File: config.mk
export PLATFORM = sky130hd
export DESIGN_NAME = mem_port_arbiter
export DESIGN_NICKNAME = d
export VERILOG_FILES = /design/src/rtl/mem_port_arbiter.sv
export SDC_FILE = /design/constraint.sdc
export NUM_CORES = 1
export LEC_CHECK = 0
export ABC_CLOCK_PERIOD_IN_PS = 3950
export CAP_MARGIN = 20
export CORE_MARGIN = 2
export CORE_UTILIZATION = 50
export DETAILED_ROUTE_END_ITERATION = 8
export GPL_TIMING_DRIVEN = 0
export HOLD_SLACK_MARGIN = 0.05
export PLACE_DENSITY = 0.81
export SYNTH_ARGS = -nofsm -noshare
export SYNTH_HDL_FRONTEND = slang
export SYNTH_SLANG_ARGS = --single-unit
File: constraint.sdc
create_clock -name i_clk -period 3.95 [get_ports i_clk]
set_clock_uncertainty 0.15 [all_clocks]
set_input_delay 0.5925 -clock i_clk [delete_from_list [all_inputs] [get_ports i_clk]]
set_output_delay 0.5925 -clock i_clk [all_outputs]
set_load 0.01 [all_outputs]
File: src/rtl/mem_port_arbiter.sv
// Arbitrates the single memory request port between the fetch (I) and load/store (D) paths.
// One access is outstanding at a time; D has priority, bounded by a streak limit.
module mem_port_arbiter #(
  parameter int D_STREAK_MAX = 4,
  parameter int TIMEOUT      = 64
) (
  input  logic        i_clk,
  input  logic        i_reset,
  input  logic        if_req_stb,
  input  logic [31:0] if_req_addr,
  input  logic        if_abort,
  output logic        if_busy,
  output logic        if_resp_valid,
  output logic [31:0] if_resp_data,
  input  logic        d_req_stb,
  input  logic        d_req_we,
  input  logic [31:0] d_req_addr,
  input  logic [31:0] d_req_wdata,
  output logic        d_busy,
  output logic        d_resp_valid,
  output logic [31:0] d_resp_data,
  output logic        mem_req_stb,
  output logic        mem_req_we,
  output logic [31:0] mem_req_addr,
  output logic [31:0] mem_req_wdata,
  input  logic        mem_req_valid,
  input  logic [31:0] mem_req_data,
  output logic        o_bus_err
);

  localparam int SW = $clog2(D_STREAK_MAX + 1);
  localparam int TW = $clog2(TIMEOUT);
  localparam logic [SW-1:0] STREAK_LIMIT = SW'(D_STREAK_MAX);
  localparam logic [TW-1:0] TIMER_LAST   = TW'(TIMEOUT - 1);

  typedef enum logic [1:0] {
    ST_IDLE,
    ST_WAIT_I,
    ST_WAIT_D
  } state_t;

  state_t        state_q, state_d;
  logic          i_slot_q, i_slot_d;
  logic [31:0]   i_addr_q, i_addr_d;
  logic          d_slot_q, d_slot_d;
  logic          d_we_q, d_we_d;
  logic [31:0]   d_addr_q, d_addr_d;
  logic [31:0]   d_wdata_q, d_wdata_d;
  logic [SW-1:0] streak_q, streak_d;
  logic [TW-1:0] timer_q, timer_d;
  logic          discard_q, discard_d;
  logic          mem_stb_q, mem_stb_d;
  logic          mem_we_q, mem_we_d;
  logic [31:0]   mem_addr_q, mem_addr_d;
  logic [31:0]   mem_wdata_q, mem_wdata_d;
  logic          if_rv_q, if_rv_d;
  logic [31:0]   if_rdata_q, if_rdata_d;
  logic          d_rv_q, d_rv_d;
  logic [31:0]   d_rdata_q, d_rdata_d;
  logic          bus_err_q, bus_err_d;

  logic          rsp_done;
  logic          timed_out;
  logic [31:0]   rsp_data;

  assign rsp_done  = mem_req_valid || (timer_q == TIMER_LAST);
  assign timed_out = !mem_req_valid && (timer_q == TIMER_LAST);
  assign rsp_data  = mem_req_valid ? mem_req_data : 32'h0;

  always_comb begin
    state_d     = state_q;
    i_slot_d    = i_slot_q;
    i_addr_d    = i_addr_q;
    d_slot_d    = d_slot_q;
    d_we_d      = d_we_q;
    d_addr_d    = d_addr_q;
    d_wdata_d   = d_wdata_q;
    streak_d    = streak_q;
    timer_d     = timer_q;
    discard_d   = discard_q;
    mem_stb_d   = 1'b0;
    mem_we_d    = mem_we_q;
    mem_addr_d  = mem_addr_q;
    mem_wdata_d = mem_wdata_q;
    if_rv_d     = 1'b0;
    if_rdata_d  = if_rdata_q;
    d_rv_d      = 1'b0;
    d_rdata_d   = d_rdata_q;
    bus_err_d   = bus_err_q;

    // An abort on an issued fetch cannot recall the memory access, so its response is discarded.
    if (i_slot_q) begin
      if (if_abort) begin
        if (state_q == ST_WAIT_I) begin
          discard_d = 1'b1;
        end else begin
          i_slot_d = 1'b0;
        end
      end
    end else if (if_req_stb && !if_abort) begin
      i_slot_d = 1'b1;
      i_addr_d = if_req_addr;
    end

    if (!d_slot_q && d_req_stb) begin
      d_slot_d  = 1'b1;
      d_we_d    = d_req_we;
      d_addr_d  = d_req_addr;
      d_wdata_d = d_req_wdata;
    end

    // IDLE looks at the slot contents including this cycle's accepts, so a re-request races fairly.
    unique case (state_q)
      ST_IDLE: begin
        if (d_slot_d && (!i_slot_d || streak_q != STREAK_LIMIT)) begin
          mem_stb_d   = 1'b1;
          mem_we_d    = d_we_d;
          mem_addr_d  = d_addr_d;
          mem_wdata_d = d_wdata_d;
          timer_d     = '0;
          state_d     = ST_WAIT_D;
          streak_d    = i_slot_d ? streak_q + SW'(1) : '0;
        end else if (i_slot_d) begin
          mem_stb_d   = 1'b1;
          mem_we_d    = 1'b0;
          mem_addr_d  = i_addr_d;
          mem_wdata_d = 32'h0;
          timer_d     = '0;
          state_d     = ST_WAIT_I;
          streak_d    = '0;
        end
      end
      ST_WAIT_I: begin
        if (rsp_done) begin
          if (!discard_d) begin
            if_rv_d    = 1'b1;
            if_rdata_d = rsp_data;
          end
          i_slot_d  = 1'b0;
          discard_d = 1'b0;
          state_d   = ST_IDLE;
          if (timed_out) begin
            bus_err_d = 1'b1;
          end
        end else begin
          timer_d = timer_q + TW'(1);
        end
      end
      ST_WAIT_D: begin
        if (rsp_done) begin
          d_rv_d    = 1'b1;
          d_rdata_d = d_we_q ? 32'h0 : rsp_data;
          d_slot_d  = 1'b0;
          state_d   = ST_IDLE;
          if (timed_out) begin
            bus_err_d = 1'b1;
          end
        end else begin
          timer_d = timer_q + TW'(1);
        end
      end
      default: begin
        state_d = ST_IDLE;
      end
    endcase

    if (!i_slot_d) begin
      streak_d = '0;
    end
  end

  always_ff @(posedge i_clk) begin
    if (i_reset) begin
      state_q     <= ST_IDLE;
      i_slot_q    <= 1'b0;
      i_addr_q    <= 32'h0;
      d_slot_q    <= 1'b0;
      d_we_q      <= 1'b0;
      d_addr_q    <= 32'h0;
      d_wdata_q   <= 32'h0;
      streak_q    <= '0;
      timer_q     <= '0;
      discard_q   <= 1'b0;
      mem_stb_q   <= 1'b0;
      mem_we_q    <= 1'b0;
      mem_addr_q  <= 32'h0;
      mem_wdata_q <= 32'h0;
      if_rv_q     <= 1'b0;
      if_rdata_q  <= 32'h0;
      d_rv_q      <= 1'b0;
      d_rdata_q   <= 32'h0;
      bus_err_q   <= 1'b0;
    end else begin
      state_q     <= state_d;
      i_slot_q    <= i_slot_d;
      i_addr_q    <= i_addr_d;
      d_slot_q    <= d_slot_d;
      d_we_q      <= d_we_d;
      d_addr_q    <= d_addr_d;
      d_wdata_q   <= d_wdata_d;
      streak_q    <= streak_d;
      timer_q     <= timer_d;
      discard_q   <= discard_d;
      mem_stb_q   <= mem_stb_d;
      mem_we_q    <= mem_we_d;
      mem_addr_q  <= mem_addr_d;
      mem_wdata_q <= mem_wdata_d;
      if_rv_q     <= if_rv_d;
      if_rdata_q  <= if_rdata_d;
      d_rv_q      <= d_rv_d;
      d_rdata_q   <= d_rdata_d;
      bus_err_q   <= bus_err_d;
    end
  end

  assign if_busy       = i_slot_q;
  assign if_resp_valid = if_rv_q;
  assign if_resp_data  = if_rdata_q;
  assign d_busy        = d_slot_q;
  assign d_resp_valid  = d_rv_q;
  assign d_resp_data   = d_rdata_q;
  assign mem_req_stb   = mem_stb_q;
  assign mem_req_we    = mem_we_q;
  assign mem_req_addr  = mem_addr_q;
  assign mem_req_wdata = mem_wdata_q;
  assign o_bus_err     = bus_err_q;

endmodule
==> results of run 1 <==
## area by class of cell
| cell class | instances | area, µm² |
|---|---|---|
| inverter | 11 | 41.3 |
| multi-input combinational | 570 | 3640 |
| clock inverter | 7 | 41.3 |
| timing repair buffer | 268 | 2680 |
| tap | 225 | 282 |
| sequential | 244 | 4880 |
| buffer | 78 | 365 |
| fill | 1316 | 4670 |
| clock buffer | 37 | 751 |
## where the power goes
group	switching [µW]	internal, µW	leakage (µW)	total [µW]
sequential	82.4	2630	0.00199	2710
combinational	539	504	0.00253	1040
clock	949	1310	0.000395	2260
## per-layer routing
layer | vias to the layer above | wire length [µm] | GRT usage (%)
li1 | 3853 | - | -
met3 | 52 | 2440 | 7.65
met4 | 2 | 721 | 8.53
met1 | 3885 | 11100 | 34.6
met2 | 331 | 12300 | 43.6
met5 | - | 10 | 0
## per-stage QoR
| step | instance area (µm²) | setup slack [ns] | total power, µW |
|---|---|---|---|
| final | 12700 | 1.26 | 6010 |
| after global routing | 12700 | 1.06 | 6240 |
| after CTS | 12700 | 1.28 | 6040 |
| after detailed placement | 11900 | 0.823 | 3790 |
| after global placement | 11900 | 0.843 | 3770 |
| after floorplan | 8930 | 1.88 | 3270 |
## worst max-delay path, stage by stage, from the launching register on
cell      delay, ns
dfxtp_1        0.33
inv_1          0.08
ha_1           0.13
buf_4          0.15
a21bo_2        0.26
a21boi_1       0.12
nor3_1         0.67
clkbuf_1       0.47
a32o_1         0.25
## cells in the final DEF, fill, tap and decap left out, drive strengths merged, types with 32 or more instances in the layout
master	count
nand4	32
nor2	71
a22o	64
a32o	32
o31ai	38
nand2	138
clkbuf	87
mux2i	64
clkdlybuf4s50	268
a21oi	76
dfxtp	244
## worst max path at each step
stage | slack [ns] | end | startpoint
after floorplan | 1.88 | mem_req_addr[10]$_SDFFE_PP0P_ | if_req_stb
after global placement | 0.84 | mem_req_addr[14]$_SDFFE_PP0P_ | if_abort
after detailed placement | 0.82 | mem_req_addr[20]$_SDFFE_PP0P_ | d_req_stb
after CTS | 1.28 | mem_req_addr[20]$_SDFFE_PP0P_ | state_q[1]$_SDFFE_PP0P_
after global routing | 1.06 | mem_req_addr[20]$_SDFFE_PP0P_ | state_q[1]$_SDFFE_PP0P_
final | 1.26 | mem_req_addr[20]$_SDFFE_PP0P_ | state_q[1]$_SDFFE_PP0P_
## sequential cells by signal, summed over array words and instances (netlist names), 3 cells and up
register	count
d_addr_q	32
d_resp_data	32
d_wdata_q	32
i_addr_q	32
if_resp_data	32
mem_req_addr	32
mem_req_wdata	32
timer_q	6
streak_q	3
## logic make-up (layout without fill, tap and decap cells)
| logic type | after synthesis | in the layout | synth area share (%) |
|---|---|---|---|
| AOI/OAI and AO/OA | 237 | 237 | 20.1 |
| adders and majority gates | 6 | 6 | 0.841 |
| buffers and inverters | 89 | 401 | 4.55 |
| DFF | 244 | 244 | 54.7 |
| muxes | 64 | 64 | 7.17 |
| and+or+nand+nor | 263 | 263 | 12.7 |
==> results.py, run 1 <==
metrics = {
    "clock_tree": {
        "cts_buffer_depth": 3,
        "clock_sinks": 244,
        "cts-root-buf": "clkbuf_16",
        "clkLatencyLatePin_ns": 0.52,
        "cts_tree": "yes",
        "cts-buffers-inserted": 25,
        "ctsHtreeMaxLevel": 1,
        "post-cts-setup-buffer-count": 0,
        "cts.reportedPaths.clkPinSlew_ns": 0.07,
        "post_cts_resized": 0,
        "hold_buffers": 0,
    },
    "placed_design": {
        "dp.cells": 1396,
        "place_congestion": 0.839,
        "dp_hpwl_mm": 18.9,
        "numPortBuffers": 268,
    },
    "setup_path": {
        "crit_arrival_ns": 3.00,
        "r2r_cells": 8,
        "rrSetupSlack_ns": 1.26,
        "r2r_start": "state_q[1]$_SDFFE_PP0P_",
        "crit_type": "reg2reg",
        "endpoint_kind": "flip-flop",
        "critPathLaunchType": "flip-flop",
        "worstPathMaxFanout": 10,
        "worstPathRequired_ns": 4.26,
        "timing.rr.end": "mem_req_addr[20]$_SDFFE_PP0P_",
    },
    "synthesis": {
        "syn_area_mm2": 0.00893,
        "synth_commonest_cells": "dfxtp_1, nand2_1, a21oi_1, nor2_1",
        "yosysWarnings": 0,
        "synth_cell_types": 49,
        "synth_cells": 903,
        "ys.flop_type": "dfxtp_1",
        "syn_avg_cell_area_um2": 9.89,
        "async_reset_ff_share_pct": 0,
        "yosysTopAreaCell": "dfxtp_1",
        "synth.most_common_cell": "dfxtp_1",
        "synth.area.top_cells": "dfxtp_1, mux2i_1, a22o_1, nand2_1, a21oi_1",
        "ys_seq_area_share_pct": 54.7,
        "syn-num-nets": 1044,
        "ys_ff_latch": 244,
        "synth_top_area_share_pct": 54.7,
        "synth_edf_count": 0,
    },
    "drt": {
        "wl_per_cell_um": 18.5,
        "num_vias": 8123,
        "dr.pass1.iters": 5,
        "drt_iter0_drc": 632,
        "vias_per_cell": 5.64,
        "routed_wl_mm": 26.7,
        "detail-route-antenna-nets": 0,
        "drc": 0,
    },
    "pwr": {
        "vdd_drop_max_mv": 0.343,
        "leakage_uw": 0.00492,
        "powerDensity_mw_per_mm2": 474,
    },
    "cells_and_area": {
        "n_antenna_cell": 0,
        "syn_to_final_growth_pct": 42.1,
        "nets": 1339,
        "final_cells": 1440,
        "drive_above_1_share_pct": 5.76,
        "utilization_pct": 73.1,
    },
    "min_path": {
        "hold_path_end": "d_wdata_q[1]$_SDFF_PP0_",
        "hold_path.class": "reg2reg",
        "hold_path_depth": 2,
        "min_from": "d_wdata_q[1]$_SDFF_PP0_",
    },
    "grt": {
        "grt.total_usage_pct": 26.9,
        "grt_first_pass_wirelength_mm": 40.5,
        "antenna_found_initial": 1,
        "grt-ovfl-total": 0,
        "grt_start_max_net_pins": 15,
        "grt_pass1_vias": 7715,
    },
    "floorplanning": {
        "die_x_um": 138,
        "die_area_mm2": 0.0189,
        "coreArea_mm2": 0.0174,
        "initial_utilization_pct": 51.4,
        "rows": 48,
        "ios": 270,
        "dieHeight_um": 138,
    },
    "sta": {
        "timing.final.crit_share_pct": 68.1,
        "hold_ws_ns": 0.310,
        "hold_viol": 0,
        "finalSetupViolCount": 0,
        "rsz0062_at_grt": "false",
        "relSlewSlack_pct": 42.3,
        "slew_violations": 0,
        "fmax_mhz": 372,
        "tns_ns": 0,
        "finalCriticalPeriod_ns": 2.69,
        "tightest_slew_ns": 0.853,
    },
    "flow_run": {
        "max_cap_viol_count": 0,
    },
    "run_status": {
        "status": "finished clean",
    },
}
(Power assumes the default switching activity.)
==> run 2: changes to the inputs <==
==> config.mk (replaced) <==
export PLATFORM = sky130hd
export DESIGN_NAME = mem_port_arbiter
export DESIGN_NICKNAME = d
export VERILOG_FILES = /design/src/rtl/mem_port_arbiter.sv
export SDC_FILE = /design/constraint.sdc
export NUM_CORES = 1
export LEC_CHECK = 0
export ABC_CLOCK_PERIOD_IN_PS = 2300
export CAP_MARGIN = 20
export CORE_MARGIN = 2
export CORE_UTILIZATION = 42
export DETAILED_ROUTE_END_ITERATION = 8
export GPL_TIMING_DRIVEN = 0
export HOLD_SLACK_MARGIN = 0.05
export PLACE_DENSITY = 0.73
export SYNTH_ARGS = -nofsm -noshare
export SYNTH_HDL_FRONTEND = slang
export SYNTH_SLANG_ARGS = --single-unit
==> constraint.sdc (replaced) <==
create_clock -name i_clk -period 2.3 [get_ports i_clk]
set_clock_uncertainty 0.15 [all_clocks]
set_input_delay 0.345 -clock i_clk [delete_from_list [all_inputs] [get_ports i_clk]]
set_output_delay 0.345 -clock i_clk [all_outputs]
set_load 0.01 [all_outputs]
==> results.py, run 2 (synthesis gave the netlist of run 1 again) <==
metrics = {
    "run_status": {
        "status": "finished clean",
    },
    "placed_design": {
        "numPortBuffers": 268,
        "dp_hpwl_mm": 19.0,
        "post-place-ws_ns": -0.632,
        "placed_area_mm2": 0.0120,
        "place_congestion": 0.782,
        "dp.cells": 1446,
    },
    "cells_and_area": {
        "nets": 1343,
        "n_antenna_cell": 0,
        "multiInputGateArea_mm2": 0.00370,
        "fillers": 1818,
        "seq_area_mm2": 0.00489,
        "drive_above_1_share_pct": 7.37,
        "final_common_cell": "clkdlybuf4s50_1",
        "syn_to_final_growth_pct": 45.6,
        "final_cells": 1496,
        "design_area_mm2": 0.0130,
        "final_cell_mix": "clkdlybuf4s50_1, dfxtp_1, nand2_1, a21oi_1, nor2_1",
    },
    "sta": {
        "worst_slack_ns": 0.0764,
        "slew_violations": 0,
        "tns_ns": 0,
        "tightest_slew_ns": 0.671,
        "hold_viol": 0,
        "finalSetupViolCount": 0,
        "relSlewSlack_pct": 55.3,
        "finalCriticalPeriod_ns": 2.22,
        "timing.final.crit_share_pct": 96.7,
        "fmax_mhz": 450,
        "rsz0062_at_grt": "true",
    },
    "drt": {
        "wl_met2_mm": 12.4,
        "num_vias": 7994,
        "wl_per_cell_um": 17.7,
        "maxUsedRoutingLayer": "met4",
        "routed_wl_mm": 26.4,
        "met1_length_mm": 11.2,
        "detail-route-antenna-nets": 0,
        "wl_met3_mm": 2.27,
        "drc": 0,
        "dr.pass1.iters": 5,
        "vias_per_cell": 5.34,
        "drt_iter0_drc": 318,
    },
    "pwr": {
        "vdd_drop_max_mv": 0.597,
        "powerDensity_mw_per_mm2": 830,
        "leakage_uw": 0.00502,
    },
    "grt": {
        "grt_start_max_net_pins": 14,
        "grt-ovfl-total": 0,
        "grt_pass1_vias": 7818,
        "antenna_found_initial": 0,
        "grt_first_pass_wirelength_mm": 41.1,
        "grt.total_usage_pct": 22.7,
    },
    "clock_tree": {
        "cts-buffers-inserted": 26,
        "clock_sinks": 244,
        "cts_tree": "yes",
        "cts-root-buf": "clkbuf_16",
        "ctsHtreeMaxLevel": 1,
        "hold_buffers": 0,
        "cts.reportedPaths.clkPinSlew_ns": 0.06,
        "cts_buffer_depth": 3,
        "clkLatencyLatePin_ns": 0.52,
    },
    "setup_path": {
        "crit_arrival_ns": 2.54,
        "critPathLaunchType": "flip-flop",
        "crit_type": "reg2reg",
        "worstPathRequired_ns": 2.61,
        "endpoint_kind": "flip-flop",
        "worstPathMaxFanout": 10,
        "r2r_cells": 9,
    },
    "min_path": {
        "hold_path.class": "in2reg",
        "hold_path_depth": 3,
    },
    "floorplanning": {
        "dieHeight_um": 150,
        "initial_utilization_pct": 42.6,
        "rows": 53,
        "ios": 270,
        "die_area_mm2": 0.0224,
        "coreArea_mm2": 0.0210,
        "die_x_um": 150,
    },
    "flow_run": {
        "max_cap_viol_count": 0,
    },
}
[run 2: cell count changes in the layout (fill, tap and decap cells not counted), moves of 3 or more]
cell	before	now
buf_2	16	7
clkbuf_8	8	4
bufinv_16	0	3
buf_4	2	6
clkbuf_1	54	47
clkbuf_16	25	28
clkbuf_4	0	9
clkbuf_2	0	8
[run 2: cell type report]
type	count	share of cell area, %
plain buffers	77	3.15
clock inverters	9	1.01
clock buffers	38	5.82
inverters	11	0.318
well taps	275	2.65
flip-flops and latches	244	37.6
multi-input cells	570	28.5
repair buffers	272	21.0
[run 2: critical path: stages, from the launching register on]
cell     delay [ns]
dfxtp_2        0.34
inv_1          0.06
ha_1           0.18
buf_6          0.14
a21bo_4        0.26
a211o_1        0.35
a21oi_2        0.16
buf_6          0.20
buf_6          0.17
a22o_1         0.15
[run 2: routing by layer]
layer	global-route usage [%]	vias up
met1	28.6	3842
met3	7.07	38
met2	38.4	255
met4	5.00	0
met5	0	-
li1	-	3859
[run 2: what timing repair did]
item / in CTS / in global routing
cloned: 0 / 1
pin swaps: 0 / 3
endpoints found under the setup margin: 106 / 132
endpoints found under the hold margin: 0 / 0
resized for setup: 14 / 21
buffers inserted: 0 / 3
[run 2: power breakdown]
part | switching, µW | internal [µW] | total, µW
clock network | 1670 | 2620 | 4290
logic | 937 | 907 | 1840
registers | 134 | 4520 | 4650
total | 2740 | 8040 | 10800
[run 2: final timing paths]
check,slack (ns),to,startpoint
worst max-delay path,0.08,mem_req_wdata[26]$_SDFFE_PP0P_,state_q[1]$_SDFFE_PP0P_
worst min-delay path,0.25,d_wdata_q[21]$_SDFF_PP0_,d_req_wdata[21]
worst max register to register,0.08,mem_req_wdata[26]$_SDFFE_PP0P_,state_q[1]$_SDFFE_PP0P_
worst min register to register,0.31,d_wdata_q[23]$_SDFF_PP0_,d_wdata_q[23]$_SDFF_PP0_
[run 2: metrics by stage]
stage	hold WS [ns]	util, %	total power (µW)
2_1_floorplan	0.291	-	5620
3_3_place_gp	0.296	57.1	6510
3_5_place_dp	0.301	57.1	6530
4_1_cts	0.235	61.4	10800
5_1_grt	0.261	62.0	11200
6_report	0.246	62.0	10800
==> run 3: changes to the inputs <==
==> config.mk (replaced) <==
export PLATFORM = sky130hd
export DESIGN_NAME = mem_port_arbiter
export DESIGN_NICKNAME = d
export VERILOG_FILES = /design/src/rtl/mem_port_arbiter.sv
export SDC_FILE = /design/constraint.sdc
export NUM_CORES = 1
export LEC_CHECK = 0
export ABC_CLOCK_PERIOD_IN_PS = 2750
export CAP_MARGIN = 20
export CORE_MARGIN = 2
export CORE_UTILIZATION = 50
export DETAILED_ROUTE_END_ITERATION = 8
export GPL_TIMING_DRIVEN = 0
export HOLD_SLACK_MARGIN = 0.05
export PLACE_DENSITY = 0.81
export SYNTH_ARGS = -nofsm -noshare
export SYNTH_HDL_FRONTEND = slang
export SYNTH_SLANG_ARGS = --single-unit
==> constraint.sdc (replaced) <==
create_clock -name i_clk -period 2.75 [get_ports i_clk]
set_clock_uncertainty 0.15 [all_clocks]
set_input_delay 0.4125 -clock i_clk [delete_from_list [all_inputs] [get_ports i_clk]]
set_output_delay 0.4125 -clock i_clk [all_outputs]
set_load 0.01 [all_outputs]
==> results.py, run 3 (synthesis gave the netlist of run 1 again) <==
metrics = {
    "run_status": {
        "status": "finished clean",
    },
    "sta": {
        "finalSetupViolCount": 0,
        "timing.final.crit_share_pct": 90.1,
        "worst_slack_ns": 0.272,
        "tightest_slew_ns": 0.916,
        "hold_viol": 0,
        "hold_ws_ns": 0.310,
        "rsz0062_at_grt": "false",
        "relSlewSlack_pct": 38.1,
        "tns_ns": 0,
        "finalCriticalPeriod_ns": 2.48,
        "fmax_mhz": 404,
        "slew_violations": 0,
    },
    "flow_run": {
        "max_cap_viol_count": 0,
    },
    "floorplanning": {
        "die_area_mm2": 0.0189,
        "coreArea_mm2": 0.0174,
        "ios": 270,
        "die_x_um": 138,
        "initial_utilization_pct": 51.4,
        "rows": 48,
        "dieHeight_um": 138,
    },
    "drt": {
        "num_vias": 8089,
        "drt_iter0_drc": 648,
        "drc": 0,
        "routed_wl_mm": 26.6,
        "dr.pass1.iters": 5,
        "vias_per_cell": 5.62,
        "wl_per_cell_um": 18.4,
        "detail-route-antenna-nets": 0,
    },
    "setup_path": {
        "endpoint_kind": "flip-flop",
        "worstPathMaxFanout": 10,
        "crit_type": "reg2reg",
        "worstPathRequired_ns": 3.01,
        "crit_arrival_ns": 2.74,
        "critPathLaunchType": "flip-flop",
    },
    "placed_design": {
        "numPortBuffers": 268,
        "post-place-ws_ns": -0.197,
        "dp.cells": 1396,
        "placed_area_mm2": 0.0119,
        "place_congestion": 0.839,
        "dp_hpwl_mm": 18.9,
    },
    "grt": {
        "grt.total_usage_pct": 26.9,
        "antenna_found_initial": 1,
        "grt_first_pass_wirelength_mm": 40.5,
        "grt-ovfl-total": 0,
        "grt_start_max_net_pins": 15,
        "grt_pass1_vias": 7715,
    },
    "clock_tree": {
        "ctsHtreeMaxLevel": 1,
        "post-cts-setup-buffer-count": 0,
        "hold_buffers": 0,
        "cts-buffers-inserted": 25,
        "clkLatencyLatePin_ns": 0.52,
        "cts_buffer_depth": 3,
        "cts.reportedPaths.clkPinSlew_ns": 0.07,
        "post_cts_resized": 0,
        "cts_tree": "yes",
        "cts-root-buf": "clkbuf_16",
        "clock_sinks": 244,
    },
    "cells_and_area": {
        "final_cells": 1440,
        "n_antenna_cell": 0,
        "syn_to_final_growth_pct": 42.1,
        "final_common_cell": "clkdlybuf4s50_1",
        "drive_above_1_share_pct": 5.84,
        "fillers": 1314,
        "nets": 1339,
        "final_cell_mix": "clkdlybuf4s50_1, dfxtp_1, nand2_1, a21oi_1, nor2_1",
        "design_area_mm2": 0.0127,
    },
    "pwr": {
        "vdd_drop_max_mv": 0.496,
        "leakage_uw": 0.00492,
        "powerDensity_mw_per_mm2": 681,
    },
    "min_path": {
        "hold_path.class": "reg2reg",
    },
}
run 3: cell types whose count changed in the layout (fill, tap and decap cells not counted), moves of 3 or more:
cell	before	now
buf_4	6	2
bufinv_16	3	0
clkbuf_8	4	8
clkbuf_2	8	0
clkbuf_16	28	25
buf_2	7	16
clkbuf_4	9	0
clkbuf_1	47	54
run 3: worst max-delay path, stage by stage (launching register included):
cell and delay (ns):
dfxtp_1 0.36, inv_1 0.07, ha_1 0.17, buf_4 0.16, a21bo_2 0.27, a41oi_2 0.35
clkbuf_1 0.42, nand2_1 0.13, a32o_1 0.27
run 3: area by class of cell:
| class | count | area [µm²] | share of cell area (%) |
|---|---|---|---|
| Buffer | 78 | 365 | 2.88 |
| Clock buffer | 37 | 751 | 5.92 |
| Clock inverter | 7 | 41.3 | 0.325 |
| Inverter | 11 | 41.3 | 0.325 |
| Multi-Input combinational cell | 570 | 3640 | 28.7 |
| Sequential cell | 244 | 4880 | 38.5 |
| Tap cell | 225 | 282 | 2.22 |
| Timing Repair Buffer | 268 | 2680 | 21.1 |
run 3: power by group:
group          switching [µW]  total, µW  leakage, µW  internal (µW)
Combinational             773       1500      0.00253            725
Sequential                117       3890      0.00199           3780
Clock                    1360       3240     0.000395           1880
run 3: per-stage QoR:
stage / total power, µW / utilization [%]
global placement: 5420 / 68.5
global route: 8960 / 73.1
finish: 8640 / 73.1
CTS: 8670 / 73.1
detailed placement: 5450 / 68.5
floorplan: 4700 / -
run 3: per-layer routing:
metal,track usage [%],up-vias,part of all wire (%)
met5,0,-,0.038
li1,-,3845,-
met2,43.6,328,47
met4,8.53,2,2.7
met3,7.65,52,9.2
met1,34.6,3862,42
run 3: path summary, 6_finish.rpt:
check | start | to | slack, ns | depth (start not counted)
worst max register to register | state_q[1]$_SDFFE_PP0P_ | mem_req_addr[22]$_SDFFE_PP0P_ | 0.27 | 8
worst max-delay path | state_q[1]$_SDFFE_PP0P_ | mem_req_addr[22]$_SDFFE_PP0P_ | 0.27 | 8
worst min register to register | d_wdata_q[1]$_SDFF_PP0_ | d_wdata_q[1]$_SDFF_PP0_ | 0.31 | 2
worst min-delay path | d_wdata_q[1]$_SDFF_PP0_ | d_wdata_q[1]$_SDFF_PP0_ | 0.31 | 2
